$ cat config.mk
export PLATFORM = sky130hd
export DESIGN_NAME = db_bus_ctrl
export DESIGN_NICKNAME = d
export VERILOG_FILES = /design/src/rtl/denise_pkg.sv /design/src/rtl/db_rga_decode.sv /design/src/rtl/db_bus_ctrl.sv
export SDC_FILE = /design/constraint.sdc
export NUM_CORES = 1
export LEC_CHECK = 0
export ABC_AREA = 1
export BUFFER_PORTS_ARGS = -buffer_cell sky130_fd_sc_hd__buf_4
export CAP_MARGIN = 30
export CORE_MARGIN = 2
export CORE_UTILIZATION = 36
export DETAILED_ROUTE_END_ITERATION = 12
export PLACE_DENSITY_LB_ADDON = 0.05
export SYNTH_ARGS = -nofsm -noshare
export SYNTH_HDL_FRONTEND = slang
export SYNTH_SLANG_ARGS = --single-unit
$ cat constraint.sdc
create_clock -name clk -period 1.45 [get_ports clk]
set_clock_uncertainty 0.2 [all_clocks]
set_input_delay 0.2175 -clock clk [delete_from_list [all_inputs] [get_ports clk]]
set_output_delay 0.2175 -clock clk [all_outputs]
set_load 0.1 [all_outputs]
$ cat src/rtl/denise_pkg.sv
// Shared types and register-address constants for the Denise chip-bus controller.
// Addresses are rga[8:1], i.e. the byte address shifted right by one.
package denise_pkg;

   typedef enum logic [2:0] {
      ST_IDLE  = 3'd0,
      ST_ADDR  = 3'd1,
      ST_WRITE = 3'd2,
      ST_READ  = 3'd3,
      ST_DRIVE = 3'd4,
      ST_TURN  = 3'd5
   } state_t;

   typedef enum logic [1:0] {
      CLS_NOP   = 2'd0,
      CLS_READ  = 2'd1,
      CLS_WRITE = 2'd2
   } rga_class_t;

   localparam logic [7:0] RGA_NOP      = 8'hFF;  // byte 0x1FE
   localparam logic [7:0] RGA_DENISEID = 8'h3E;  // byte 0x07C
   localparam logic [7:0] RGA_CLXDAT   = 8'h07;  // byte 0x00E
   localparam logic [7:0] RGA_JOY0DAT  = 8'h05;  // byte 0x00A
   localparam logic [7:0] RGA_JOY1DAT  = 8'h06;  // byte 0x00C

endpackage

$ cat src/rtl/db_rga_decode.sv
// Combinational classification of a latched register address as NOP, readable
// or writable.
module db_rga_decode
   import denise_pkg::*;
(
   input  logic [7:0]  addr,
   output rga_class_t  cls
);

   always_comb begin
      cls = CLS_WRITE;
      case (addr)
         RGA_NOP:      cls = CLS_NOP;
         RGA_DENISEID,
         RGA_CLXDAT,
         RGA_JOY0DAT,
         RGA_JOY1DAT:  cls = CLS_READ;
         default:      cls = CLS_WRITE;
      endcase
   end

endmodule

$ cat src/rtl/db_bus_ctrl.sv
// Chip-bus slave for Denise: latches rga on CCKQ, writes on the CCK fall and,
// when DB_READ_EN is defined, drives read data onto the bus with a turnaround.
module db_bus_ctrl
   import denise_pkg::*;
#(
   parameter int unsigned RD_HOLD = 2
)
(
   input  logic        clk,
   input  logic        rst,
   input  logic        cck_edge,
   input  logic        cckq_edge,
   input  logic        cck,
   input  logic [8:1]  rga,
   input  logic [15:0] db_in,
   input  logic [15:0] rd_data,
   output logic [7:0]  reg_addr,
   output logic [15:0] reg_wdata,
   output logic        reg_wr,
   output logic        reg_rd,
   output logic [15:0] db_out,
   output logic        db_oen,
   output state_t      dbg_state
);

   localparam int CNT_W = (RD_HOLD < 2) ? 1 : $clog2(RD_HOLD + 1);

   state_t      state, state_n;
   rga_class_t  addr_cls;
   logic [7:0]  addr_n;
   logic [15:0] wdata_n;
   logic        wr_n;
   logic        cck_fall;
   logic        addr_take;

`ifdef DB_READ_EN
   logic             rd_q, rd_n;
   logic             oen_q, oen_n;
   logic             ph_q, ph_n;
   logic [15:0]      dout_q, dout_n;
   logic [CNT_W-1:0] cnt_q, cnt_n;
`endif

   // cck_edge wins over a coincident cckq_edge, so the address is only
   // taken when no CCK transition is flagged in the same clk.
   assign cck_fall  = cck_edge & ~cck;
   assign addr_take = cckq_edge & ~cck_edge & cck;
   assign dbg_state = state;

   db_rga_decode u_decode (
      .addr (reg_addr),
      .cls  (addr_cls)
   );

   always_comb begin
      state_n = state;
      addr_n  = reg_addr;
      wdata_n = reg_wdata;
      wr_n    = 1'b0;
`ifdef DB_READ_EN
      rd_n    = 1'b0;
      oen_n   = oen_q;
      ph_n    = ph_q;
      dout_n  = dout_q;
      cnt_n   = cnt_q;
`endif
      case (state)
         ST_IDLE: begin
            if (addr_take) begin
               addr_n  = rga;
               state_n = ST_ADDR;
            end
         end
         ST_ADDR: begin
            case (addr_cls)
               CLS_WRITE: state_n = ST_WRITE;
`ifdef DB_READ_EN
               CLS_READ: begin
                  rd_n    = 1'b1;
                  ph_n    = 1'b0;
                  state_n = ST_READ;
               end
`endif
               default:   state_n = ST_IDLE;
            endcase
         end
         ST_WRITE: begin
            if (cck_fall) begin
               wdata_n = db_in;
               wr_n    = 1'b1;
               state_n = ST_IDLE;
            end
         end
`ifdef DB_READ_EN
         // Two clks in READ: request strobe, then capture core data.
         ST_READ: begin
            if (cck_edge) begin
               ph_n    = 1'b0;
               state_n = ST_IDLE;
            end else if (ph_q) begin
               dout_n  = rd_data;
               oen_n   = 1'b1;
               ph_n    = 1'b0;
               state_n = ST_DRIVE;
            end else begin
               ph_n = 1'b1;
            end
         end
         ST_DRIVE: begin
            if (cnt_q != '0) begin
               if (cnt_q == CNT_W'(1)) begin
                  oen_n   = 1'b0;
                  cnt_n   = '0;
                  state_n = ST_TURN;
               end else begin
                  cnt_n = cnt_q - CNT_W'(1);
               end
            end else if (cck_fall) begin
               if (RD_HOLD == 0) begin
                  oen_n   = 1'b0;
                  state_n = ST_TURN;
               end else begin
                  cnt_n = CNT_W'(RD_HOLD);
               end
            end
         end
         ST_TURN: state_n = ST_IDLE;
`endif
         default: state_n = ST_IDLE;
      endcase
   end

   always_ff @(posedge clk or posedge rst) begin
      if (rst) begin
         state     <= ST_IDLE;
         reg_addr  <= RGA_NOP;
         reg_wdata <= '0;
         reg_wr    <= 1'b0;
      end else begin
         state     <= state_n;
         reg_addr  <= addr_n;
         reg_wdata <= wdata_n;
         reg_wr    <= wr_n;
      end
   end

`ifdef DB_READ_EN
   always_ff @(posedge clk or posedge rst) begin
      if (rst) begin
         rd_q   <= 1'b0;
         oen_q  <= 1'b0;
         ph_q   <= 1'b0;
         dout_q <= '0;
         cnt_q  <= '0;
      end else begin
         rd_q   <= rd_n;
         oen_q  <= oen_n;
         ph_q   <= ph_n;
         dout_q <= dout_n;
         cnt_q  <= cnt_n;
      end
   end

   assign reg_rd = rd_q;
   assign db_oen = oen_q;
   assign db_out = dout_q;
`else
   logic             unused_rd;
   logic [CNT_W-1:0] unused_hold;

   assign unused_rd   = ^rd_data;
   assign unused_hold = CNT_W'(RD_HOLD);
   assign reg_rd      = 1'b0;
   assign db_oen      = 1'b0;
   assign db_out      = '0;
`endif

endmodule

Word-level counts from Yosys, hierarchy flattened
Index checks and enable logic that the tools add are counted.
Operators by class
  equal/unequal tests: 10
  multiplexer cells: 7
  bitwise gates (word level): 5
  reductions and logical operators: 5
Operators with widths (number)
  equality test 8 x 3 -> 1 bit, second input constant: 3
  one-hot mux 3 bit (3 select lines): 1
  equality test 8 x 6 -> 1 bit, second input constant: 1
  equality test 8 bit, second input constant: 1
  2-to-1 mux 3 bit: 2
  AND reduction 2 bit: 3
  inequality test 2 bit, second input constant: 2
  one-hot mux 2 bit (2 select lines): 1
  OR reduction 4 bit: 1
  bitwise AND 1 bit: 3
  equality test 3 x 1 -> 1 bit, second input constant: 1
  equality test 3 x 2 -> 1 bit, second input constant: 1
  zero test 3 bit: 1
  equality test 2 bit, second input constant: 1
  2-to-1 mux 1 bit: 2
  2-to-1 mux 2 bit: 1
  inverter 1 bit: 2
Word-level totals
  register bits: 28
  input port bits: 45
  output and inout port bits: 46
  logic and storage cells: 31

Logic depth before layout (Yosys ltp)
Gate-level depths: netlist of the first run.
  depth in word-level cells: 6
  depth in mapped cells: 8
  mapped depth without buffers: 6

Modules after synthesis
Synthesis of the first run repeated with hierarchy kept, for this count alone.
Unflattened totals
  cells, all modules: 159
  area, all modules: 1367.6 um^2
By module, submodules not included
  db_bus_ctrl: instances 1, cells each 138, area each 1266.2 um^2, sequential area each 685.7 um^2
  db_rga_decode: instances 1, cells each 21, area each 101.3 um^2, sequential area each 0.0 um^2

Worst setup path after synthesis of the first run
OpenSTA, ideal clock, no wires.
  kind: flip-flop to flip-flop
  start: register state[0], in the netlist dbg_state[0]
  end: register reg_wdata[0]
  library setup time: 120 ps
  arrival: 1698 ps
  path slack: -568 ps
  stages on the path, launching flop included: 7
  buffers on the path: 1
  clock period less this slack: 2018 ps
  cells stage by stage: dfrtp_1 > nor2_1 > nand3_2 > clkinv_1 > buf_4 > nand2_1 > nand2_1
Between the ends
  cells in the longest elaborated chain, start to end: 2
RTL lines
  start, declared: RTL line db_bus_ctrl.sv:28  | state_t state, state_n;
  start signal, assigned: RTL line db_bus_ctrl.sv:140  | state <= state_n;
  equality test 3 x 2 -> 1 bit: RTL line db_bus_ctrl.sv:67  | case (state)
  AND reduction 2 bit (no source line)
  end signal, assigned: RTL line db_bus_ctrl.sv:142  | reg_wdata <= wdata_n;
  end, declared: RTL line db_bus_ctrl.sv:18  | output logic [15:0] reg_wdata,
Every way passes these cells.
A chain may end at the register's enable or synchronous reset.

Worst setup path after layout of the first run
  start: register reg_addr[5]
  end: output port reg_addr[5]
RTL lines
  start, declared: RTL line db_bus_ctrl.sv:17  | output logic [7:0] reg_addr,
  start signal, assigned: RTL line db_bus_ctrl.sv:141  | reg_addr <= addr_n;
No word-level cell between the ends.

==> results_dict.tcl, run 1 <==
set metrics [dict create \
    outcome "finished, violations left" \
    violations "setup timing" \
    crit_family "flip-flops" \
    syn_area_um2 1285 \
    path_buf_inv 1 \
    switching_share_pct 58.47 \
    clkPwrFrac_pct 5.5 \
    chipHeight_um 63.75 \
    path_cells "buf_12" \
    routed_wl_mm 3.326 \
    via_per_inst 4.150 \
    syn_to_final_growth_pct 89.29 \
    nets 294 \
    rsz0062_at_grt "true" \
    grt_max_degree 28 \
    synthMuxAreaShare_pct 0 \
    p_per_area_nw_per_um2 2415 \
    criticalPathCategory "reg -> out" \
    syn_inst 150 \
    finalCritPeriodShare_pct 107.5 \
    synth_top_family_by_area "simple AND/OR/NAND/NOR gates" \
    p_switching_w 0.003435 \
    grt_pass1_vias 1219 \
    num_rows 21 \
    diodes 0 \
    detail-route-antenna-nets 0 \
    dr.pass1.iters 4 \
    synthXorXnorAreaFrac_pct 0 \
    cts_tree "built" \
    peakVddDrop_mv 1.705 \
    htree_num_levels 1 \
    grt_pass1_wl_mm 5.354 \
    antenna_found_initial 0 \
    fin_util_pct 71.76 \
    portBuffers 55 \
    synth_adder_area_share_pct 0 \
    fin_tns_setup_ns -1.089 \
    path_clk_slew_ns 0.15 \
    setup_viol 33 \
    report.final.slew_viol_count 0 \
    seqPwrFrac_pct 23.9 \
    routabilityCongestion 0.7668 \
    internal-power_w 0.002440 \
    initial_core_util_pct 37.91 \
    final.setup.worst_slack_ns -0.1088 \
    timing.fmax_ghz 0.6415 \
    p_leak_nw 1.250 \
    ys_seq_elements 27 \
    min_path_type "in -> reg" \
    dp.final_hpwl_mm 2.026 \
    crit_required_ns 1.03 \
    cpPeakStageDelay_ns 0.65 \
    drt_iter0_drc 21 \
    insertion_delay_ns 0.32 \
    yosysSeqAreaShare_pct 53.36 \
    core_area_um2 3390 \
    clockBufferDepth 2 \
    ctsRootBufferMaster "clkbuf_4" \
    pwr-share-comb_pct 70.6 \
    cp-start-kind "flop" \
    synth_compound_gate_area_share_pct 2.824 \
    worst_ep_arrival_time_ns 1.14 \
    drive_above_1_share_pct 48.79 \
    max_cap_viol_count 0 \
    clock_sinks 27 \
    drc 0 \
    ys.warnings.count 0 \
    grt_usage_pct 17.01 \
    die_area_um2 4063 \
    synth-simple-area-share_pct 26.10 \
    ios 91 \
    synth.distinct_cells 20 \
    end_kind "primary output" \
    vias 1220 \
    wire_per_inst_um 11.31 \
    placedCellCount 254 \
    layout.cells.non_filler 294 \
    slowest_stage "dfstp_4" \
    grt.overflow.total 0 \
    die_w_um 63.75 \
    syn_avg_cell_area_um2 8.567 \
    hold_viol 0 \
    numCtsBuffers 3 \
    crit_fanout 2 \
    fin_crit_ns 1.559 \
]
## power by group through the flow
stage | sequential [W] | clock (W) | combinational (W)
2_1_floorplan | 0.00348 | 0 | 0.000605
3_3_place_gp | 0.00129 | 0 | 0.00340
3_5_place_dp | 0.00130 | 0 | 0.00341
4_1_cts | 0.00131 | 0.000345 | 0.00382
5_1_grt | 0.00145 | 0.000382 | 0.00428
6_report | 0.00140 | 0.000323 | 0.00415
## through the flow
step                      setup slack [ns]  cell area (µm²)  power [W]  hold slack, ns
after floorplan                    -0.2455             1389   0.004088         0.06432
after CTS                          -0.1323             2268   0.005471         0.03128
after global placement            -0.04087             1724   0.004692          0.1021
after detailed placement          -0.06319             1724   0.004718          0.1086
after global routing               -0.1637             2432   0.006112         0.03660
final                              -0.1088             2432   0.005875         0.04264
## cells in the mapped netlist
cell      instances  area (µm²)
buf_4            20       150.1
clkbuf_1          1       3.750
dfrtp_1          19       475.5
o21ai_0           4       20.02
o21bai_1          1       7.510
o21ai_2           1       8.760
nor2_1            3       11.26
dfstp_2           8       210.2
buf_6             1       11.26
or2_0             1       6.260
clkinv_1          1       3.750
nand3_2           1       10.01
buf_12            1       20.02
inv_1             7       26.28
nand2_2           2       12.51
conb_1            1       3.750
nand2_1          73       274.0
nand3_1           3       15.01
inv_6             1       8.760
or2_1             1       6.260
## layout by cell type (no fill, tap or decap), types with 2 or more instances in the layout
cell and instances:
o21ai_2 2, inv_1 6, o21ai_0 2, dfrtp_1 17, nand2_1 49, buf_6 16
buf_4 38, buf_8 7, buf_12 11, nand2_2 23, nor2_1 2, dlygate4sd3_1 26
nand2_4 3, conb_1 19, dfstp_2 7, dfrtp_4 2, nand3_1 3, clkbuf_4 3
## final timing paths
check,startpoint,end,slack [ns],depth (start not counted)
worst max register to register,dbg_state[1],reg_addr[1],-0.06,5
worst min-delay path,cck_edge,dbg_state[1],0.04,4
min in group asynchronous,rst,reg_wdata[6],0.29,4
worst min register to register,reg_wdata[12],reg_wdata[12],0.32,2
worst max-delay path,reg_addr[5],reg_addr[5],-0.11,1
max in group asynchronous,rst,reg_addr[6],0.45,4
## sequential cells by signal (all words and copies together) (netlist names)
name	count
dbg_state	2
reg_addr	8
reg_wdata	16
reg_wr	1
## routing by layer
metal	vias up	global-route usage (%)	part of all wire, %
li1	605	-	-
met4	0	5.707	1.0
met3	4	2.993	5.2
met2	47	31.18	55
met5	-	0	0
met1	564	19.93	38
## kinds of logic after synthesis
kind of cell,after synthesis
other cells,1
compound gates,6
flops,27
simple gates,84
buf+inv,32
## layout make-up
class / count / area [µm²]
sequential: 27 / 696.9
clock buffer: 3 / 22.52
inverter: 9 / 53.80
tap: 46 / 57.56
clock inverter: 1 / 5.005
timing repair inverter: 1 / 6.256
fill: 249 / 957.2
multi-input combinational: 109 / 539.3
timing repair buffer: 98 / 1051
## repair_timing
| item | in CTS | in global routing |
|---|---|---|
| setup buffers | 8 | 1 |
| hold buffers | 26 | 0 |
| endpoints found under the setup margin | 19 | 51 |
| resized for setup | 50 | 48 |
| pin swaps | 9 | 13 |
| cloned | 1 | 0 |
| hold endpoints to repair | 44 | 0 |
Power figures use the tool's default switching activity.
==> run 2, diff against run 1 <==
--- a/config.mk
+++ b/config.mk
@@ -9,9 +9,12 @@
 export BUFFER_PORTS_ARGS = -buffer_cell sky130_fd_sc_hd__buf_4
 export CAP_MARGIN = 30
 export CORE_MARGIN = 2
-export CORE_UTILIZATION = 36
+export CORE_UTILIZATION = 37
+export CTS_CLUSTER_DIAMETER = 100
 export DETAILED_ROUTE_END_ITERATION = 12
 export PLACE_DENSITY_LB_ADDON = 0.05
 export SYNTH_ARGS = -nofsm -noshare
 export SYNTH_HDL_FRONTEND = slang
+export SYNTH_HIERARCHICAL = 1
 export SYNTH_SLANG_ARGS = --single-unit
+export TNS_END_PERCENT = 10
==> run 2 against run 1 <==
- the flow still finishes with violations (setup timing)
- clock-buffer cell count grew 1
- sequential share of layout area grew 3.8 points
- via count grew 3.1%
- critical path type unchanged
==> results_dict.tcl, run 2 <==
set metrics [dict create \
    hold_viol 0 \
    violations "setup timing" \
    htree_num_levels 1 \
    fin_tns_setup_ns -0.6147 \
    outcome "finished, violations left" \
    final_common_cell "nand2_1" \
    path_clk_slew_ns 0.09 \
    ff_latch_area_um2 723.2 \
    yosysSeqAreaShare_pct 50.14 \
    min_path_type "in -> reg" \
    setup_viol 9 \
    largest_reg_flops 16 \
    yosysTopAreaCell "dfrtp_1" \
    nets 291 \
    via_per_inst 4.294 \
    cts_tree "built" \
    p_leak_nw 1.161 \
    criticalPathCategory "reg -> out" \
    holdCritStartpoint "cck" \
    final_cell_mix "nand2_1, buf_4, nand3_1" \
    crit_required_ns 1.03 \
    chipHeight_um 64.80 \
    ys.warnings.count 6 \
    num_rows 22 \
    ys_seq_elements 27 \
    core_area_um2 3606 \
    hold_ws_ns 0.02045 \
    synth-edff-count 0 \
    yosys.area.top_type_share_pct 34.77 \
    syn_area_um2 1368 \
    clockBufferDepth 2 \
    synthTopCellsByCount "nand2_1, nand3_1, buf_4, dfrtp_1, dfstp_2" \
    fin_util_pct 61.76 \
    drc 0 \
    finalCritPeriodShare_pct 105.7 \
    routabilityCongestion 0.7384 \
    grt.overflow.total 0 \
    max_cap_viol_count 0 \
    fin_crit_ns 1.533 \
    synth_async_sr_flop_share_pct 100.0 \
    grt_pass1_wl_mm 5.678 \
    fillers 316 \
    multi_input_area_um2 556.8 \
    end_kind "primary output" \
    grt_max_degree 28 \
    r2r-start "reg_addr[5]" \
    path_buf_inv 1 \
    dp.final_hpwl_mm 2.286 \
    drt_iter0_drc 47 \
    timing.fmax_ghz 0.6524 \
    synth.distinct_cells 20 \
    setup.worst_path.start "reg_addr[0]" \
    syn_inst 159 \
    rrSetupSlack_ns -0.04 \
    rsz0062_at_grt "true" \
    peakVddDrop_mv 1.299 \
    worst_ep_arrival_time_ns 1.12 \
    insertion_delay_ns 0.26 \
    grt_pass1_vias 1309 \
    yosys-top-cells-area "dfrtp_1, dfstp_2, nand2_1" \
    routed_wl_mm 3.346 \
    cp-start-kind "flop" \
    regMostFlops "reg_wdata" \
    initial_core_util_pct 37.93 \
    detail-route-antenna-nets 0 \
    syn_to_final_growth_pct 62.85 \
    drive_above_1_share_pct 37.14 \
    clock_sinks 27 \
    wire_per_inst_um 11.42 \
    portBuffers 55 \
    die_w_um 64.80 \
    ctsRootBufferMaster "clkbuf_8" \
    synth_most_common_cell "nand2_1" \
    total_power_w 0.005361 \
    syn_avg_cell_area_um2 8.601 \
    path_cells "buf_12" \
    slowest_stage "dfstp_4" \
    final.setup.worst_slack_ns -0.08272 \
    grt_usage_pct 17.10 \
    p_per_area_nw_per_um2 2407 \
    dr.pass1.iters 4 \
    place_ws_ns 0.009739 \
    crit_fanout 6 \
    crit_family "flip-flops" \
    numCtsBuffers 3 \
    vias 1258 \
    ios 91 \
    ys.flop_type "dfrtp_1" \
    diodes 0 \
    cpPeakStageDelay_ns 0.67 \
    antenna_found_initial 0 \
    die_area_um2 4198 \
    report.final.slew_viol_count 0 \
]
[run 2: changes by cell type after synthesis, moves of 2 or more]
cell	previous run	this run
o21ai_0	4	1
nor2_1	3	6
nand3_1	3	27
nor2_2	0	3
inv_1	7	5
nor2_4	0	3
nand2_1	73	56
inv_2	0	2
[run 2: kinds of logic (layout without fill, tap and decap cells)]
group                     Yosys count  count (layout)  synth area share, %
DFF                                27              27                50.14
xor gates and xnor gates            1               1               0.6406
buffers and inverters              29              97                15.00
and+or+nand+nor                   100             100                33.58
other                               1              19               0.2742
AOI/OAI and AO/OA                   1               1               0.3656
[run 2: worst paths after layout]
| path | end | cells after the start |
|---|---|---|
| max | reg_addr[0] | 1 |
| min | dbg_state[1] | 3 |
| max reg2reg | dbg_state[1] | 7 |
| min reg2reg | reg_wdata[14] | 2 |
| max in group asynchronous | reg_addr[5] | 4 |
| min in group asynchronous | reg_wr | 4 |
[run 2: per-stage QoR]
step / instances / instance area [µm²]
5_1_grt: 293 / 2227
2_1_floorplan: 177 / 1483
6_report: 293 / 2227
3_5_place_dp: 264 / 1822
3_3_place_gp: 264 / 1822
4_1_cts: 293 / 2225
[run 2: what timing repair did]
item | 4_1_cts | 5_1_grt
resized for setup | 26 | 1
hold buffers | 25 | 0
endpoints found under the setup margin | 11 | 9
cloned | 0 | 0
setup buffers | 0 | 0
pin swaps | 1 | 0
hold endpoints to repair | 43 | 0
[run 2: report_power, final]
group | total (W) | switching (W) | internal, W
registers | 0.00140 | 0.000266 | 0.00113
clock network | 0.000416 | 0.000219 | 0.000196
logic | 0.00355 | 0.00274 | 0.000811
[run 2: cell type report]
type,instances,area share [%]
inverter,7,1.180
multi-input combinational,121,25.00
sequential,27,32.47
tap,48,2.697
timing repair buffer,86,36.63
clock buffer,4,2.022
[run 2: metal layers]
layer / GRT usage (%) / routed length (µm) / vias to the layer above
li1: - / - / 635
met1: 20.09 / 1341 / 583
met2: 32.09 / 1832 / 38
met3: 2.778 / 156 / 2
met4: 4.255 / 16 / 0
met5: 0 / 0 / -
[run 2: tightest hold or removal path: cells and delay by family]
kind / cells / cell delay, ns
AO/OA/AOI/OAI: 1 / 0.07
buffers and inverters: 1 / 0.10
AND/OR/NAND/NOR: 1 / 0.06
==> run 3, diff against run 2 <==
--- a/config.mk
+++ b/config.mk
@@ -12,7 +12,7 @@
 export CORE_UTILIZATION = 37
 export CTS_CLUSTER_DIAMETER = 100
 export DETAILED_ROUTE_END_ITERATION = 12
-export PLACE_DENSITY_LB_ADDON = 0.05
+export PLACE_DENSITY_LB_ADDON = 0.15
 export SYNTH_ARGS = -nofsm -noshare
 export SYNTH_HDL_FRONTEND = slang
 export SYNTH_HIERARCHICAL = 1
==> run 3 against run 2 <==
- the run still ends with setup timing left
- global-route usage grew 0.58 points
- maximum frequency is essentially flat
- die area is the same
- core utilization shrank 0.14 points
- critical path depth is the same
- routed wire length shrank 0.75%
- largest power group unchanged
- sequential share of layout area grew 0.073 points
- sequential power is essentially flat
==> results_dict.tcl, run 3 (synthesized netlist as in run 2, its figures left out) <==
set metrics [dict create \
    die_area_um2 4198 \
    core_area_um2 3606 \
    antenna_found_initial 0 \
    path_clk_slew_ns 0.09 \
    cts_tree "built" \
    grt_max_degree 18 \
    setup_viol 9 \
    finalCritPeriodShare_pct 105.8 \
    hold_viol 0 \
    post-cts-setup-buffer-count 0 \
    place_ws_ns -0.01371 \
    violations "setup timing" \
    end_kind "primary output" \
    num_rows 22 \
    report.final.slew_viol_count 0 \
    initial_core_util_pct 37.93 \
    insertion_delay_ns 0.26 \
    syn_to_final_growth_pct 62.49 \
    vias 1274 \
    detail-route-antenna-nets 0 \
    routed_wl_mm 3.321 \
    crit_required_ns 1.03 \
    dp.final_hpwl_mm 2.458 \
    crit_family "flip-flops" \
    largest_reg_flops 16 \
    p_per_area_nw_per_um2 2412 \
    grt_pass1_vias 1339 \
    worst_ep_arrival_time_ns 1.12 \
    peakVddDrop_mv 1.607 \
    clock_sinks 27 \
    numCtsBuffers 3 \
    outcome "finished, violations left" \
    fin_tns_setup_ns -0.6117 \
    clockBufferDepth 2 \
    cp-start-kind "flop" \
    dr.pass1.iters 4 \
    grt.overflow.total 0 \
    drc 0 \
    fin_util_pct 61.62 \
    crit_cells 1 \
    grt_pass1_wl_mm 5.720 \
    r2r_cells 6 \
    path_cells "buf_12" \
    final_common_cell "nand2_1" \
    hold_path_depth 3 \
    drive_above_1_share_pct 37.14 \
    grt_usage_pct 17.68 \
    regMostFlops "reg_wdata" \
    p_leak_nw 1.160 \
    max_cap_viol_count 0 \
    final.setup.worst_slack_ns -0.08353 \
    path_buf_inv 1 \
    rsz0062_at_grt "true" \
    via_per_inst 4.348 \
    slowest_stage "dfstp_4" \
    criticalPathCategory "reg -> out" \
    ios 91 \
    wire_per_inst_um 11.33 \
    total_power_w 0.005360 \
    routabilityCongestion 0.7427 \
    diodes 0 \
    timing.fmax_ghz 0.6521 \
    htree_num_levels 1 \
    portBuffers 55 \
    fin_crit_ns 1.534 \
    cpPeakStageDelay_ns 0.67 \
    nets 291 \
    crit_fanout 6 \
    hold_ws_ns 0.01104 \
    ctsRootBufferMaster "clkbuf_8" \
    die_w_um 64.80 \
    min_path_type "in -> reg" \
    drt_iter0_drc 36 \
    chipHeight_um 64.80 \
    final_cell_mix "nand2_1, buf_4, nand3_1" \
]
## run 3: metrics by stage
stage               std cells  cell area (µm²)
floorplan                 177             1483
global placement          265             1829
detailed placement        265             1829
CTS                       293             2218
global route              293             2222
finish                    293             2222
## run 3: report_power, final
| group | total, W | internal (W) | switching (W) | leakage (nW) |
|---|---|---|---|---|
| clock network | 0.000413 | 0.000196 | 0.000217 | 0.0228 |
| registers | 0.00140 | 0.00113 | 0.000264 | 0.326 |
| logic | 0.00355 | 0.000816 | 0.00273 | 0.812 |
| total | 0.00536 | 0.00215 | 0.00321 | 1.16 |
## run 3: timing repair
item / 4_1_cts / 5_1_grt
cloned: 0 / 0
hold buffers: 24 / 0
hold endpoints to repair: 46 / 0
setup endpoints to repair: 10 / 10
gates resized for setup: 25 / 1
## run 3: area by class of cell
cell class	count	area [µm²]
Inverter	7	26.28
Timing Repair Buffer	86	813.3
Multi-Input combinational cell	121	554.3
Sequential cell	27	723.2
Fill cell	318	1384
Tap cell	48	60.06
Clock buffer	4	45.04
## run 3: final timing paths
check / startpoint / to / slack, ns
min in group asynchronous: rst / reg_wdata[15] / 0.31
min reg2reg: reg_wdata[2] / reg_wdata[2] / 0.28
max: reg_addr[1] / reg_addr[1] / -0.08
max reg2reg: reg_addr[1] / dbg_state[1] / -0.04
min: db_in[11] / reg_wdata[11] / 0.01
max in group asynchronous: rst / reg_addr[7] / 0.49
## run 3: layer usage
| metal | track usage (%) | routed length, µm | up-vias |
|---|---|---|---|
| met5 | 0 | 0 | - |
| met4 | 6.649 | 37 | 0 |
| li1 | - | - | 638 |
| met3 | 3.646 | 200 | 4 |
| met1 | 19.71 | 1346 | 592 |
| met2 | 32.73 | 1737 | 40 |
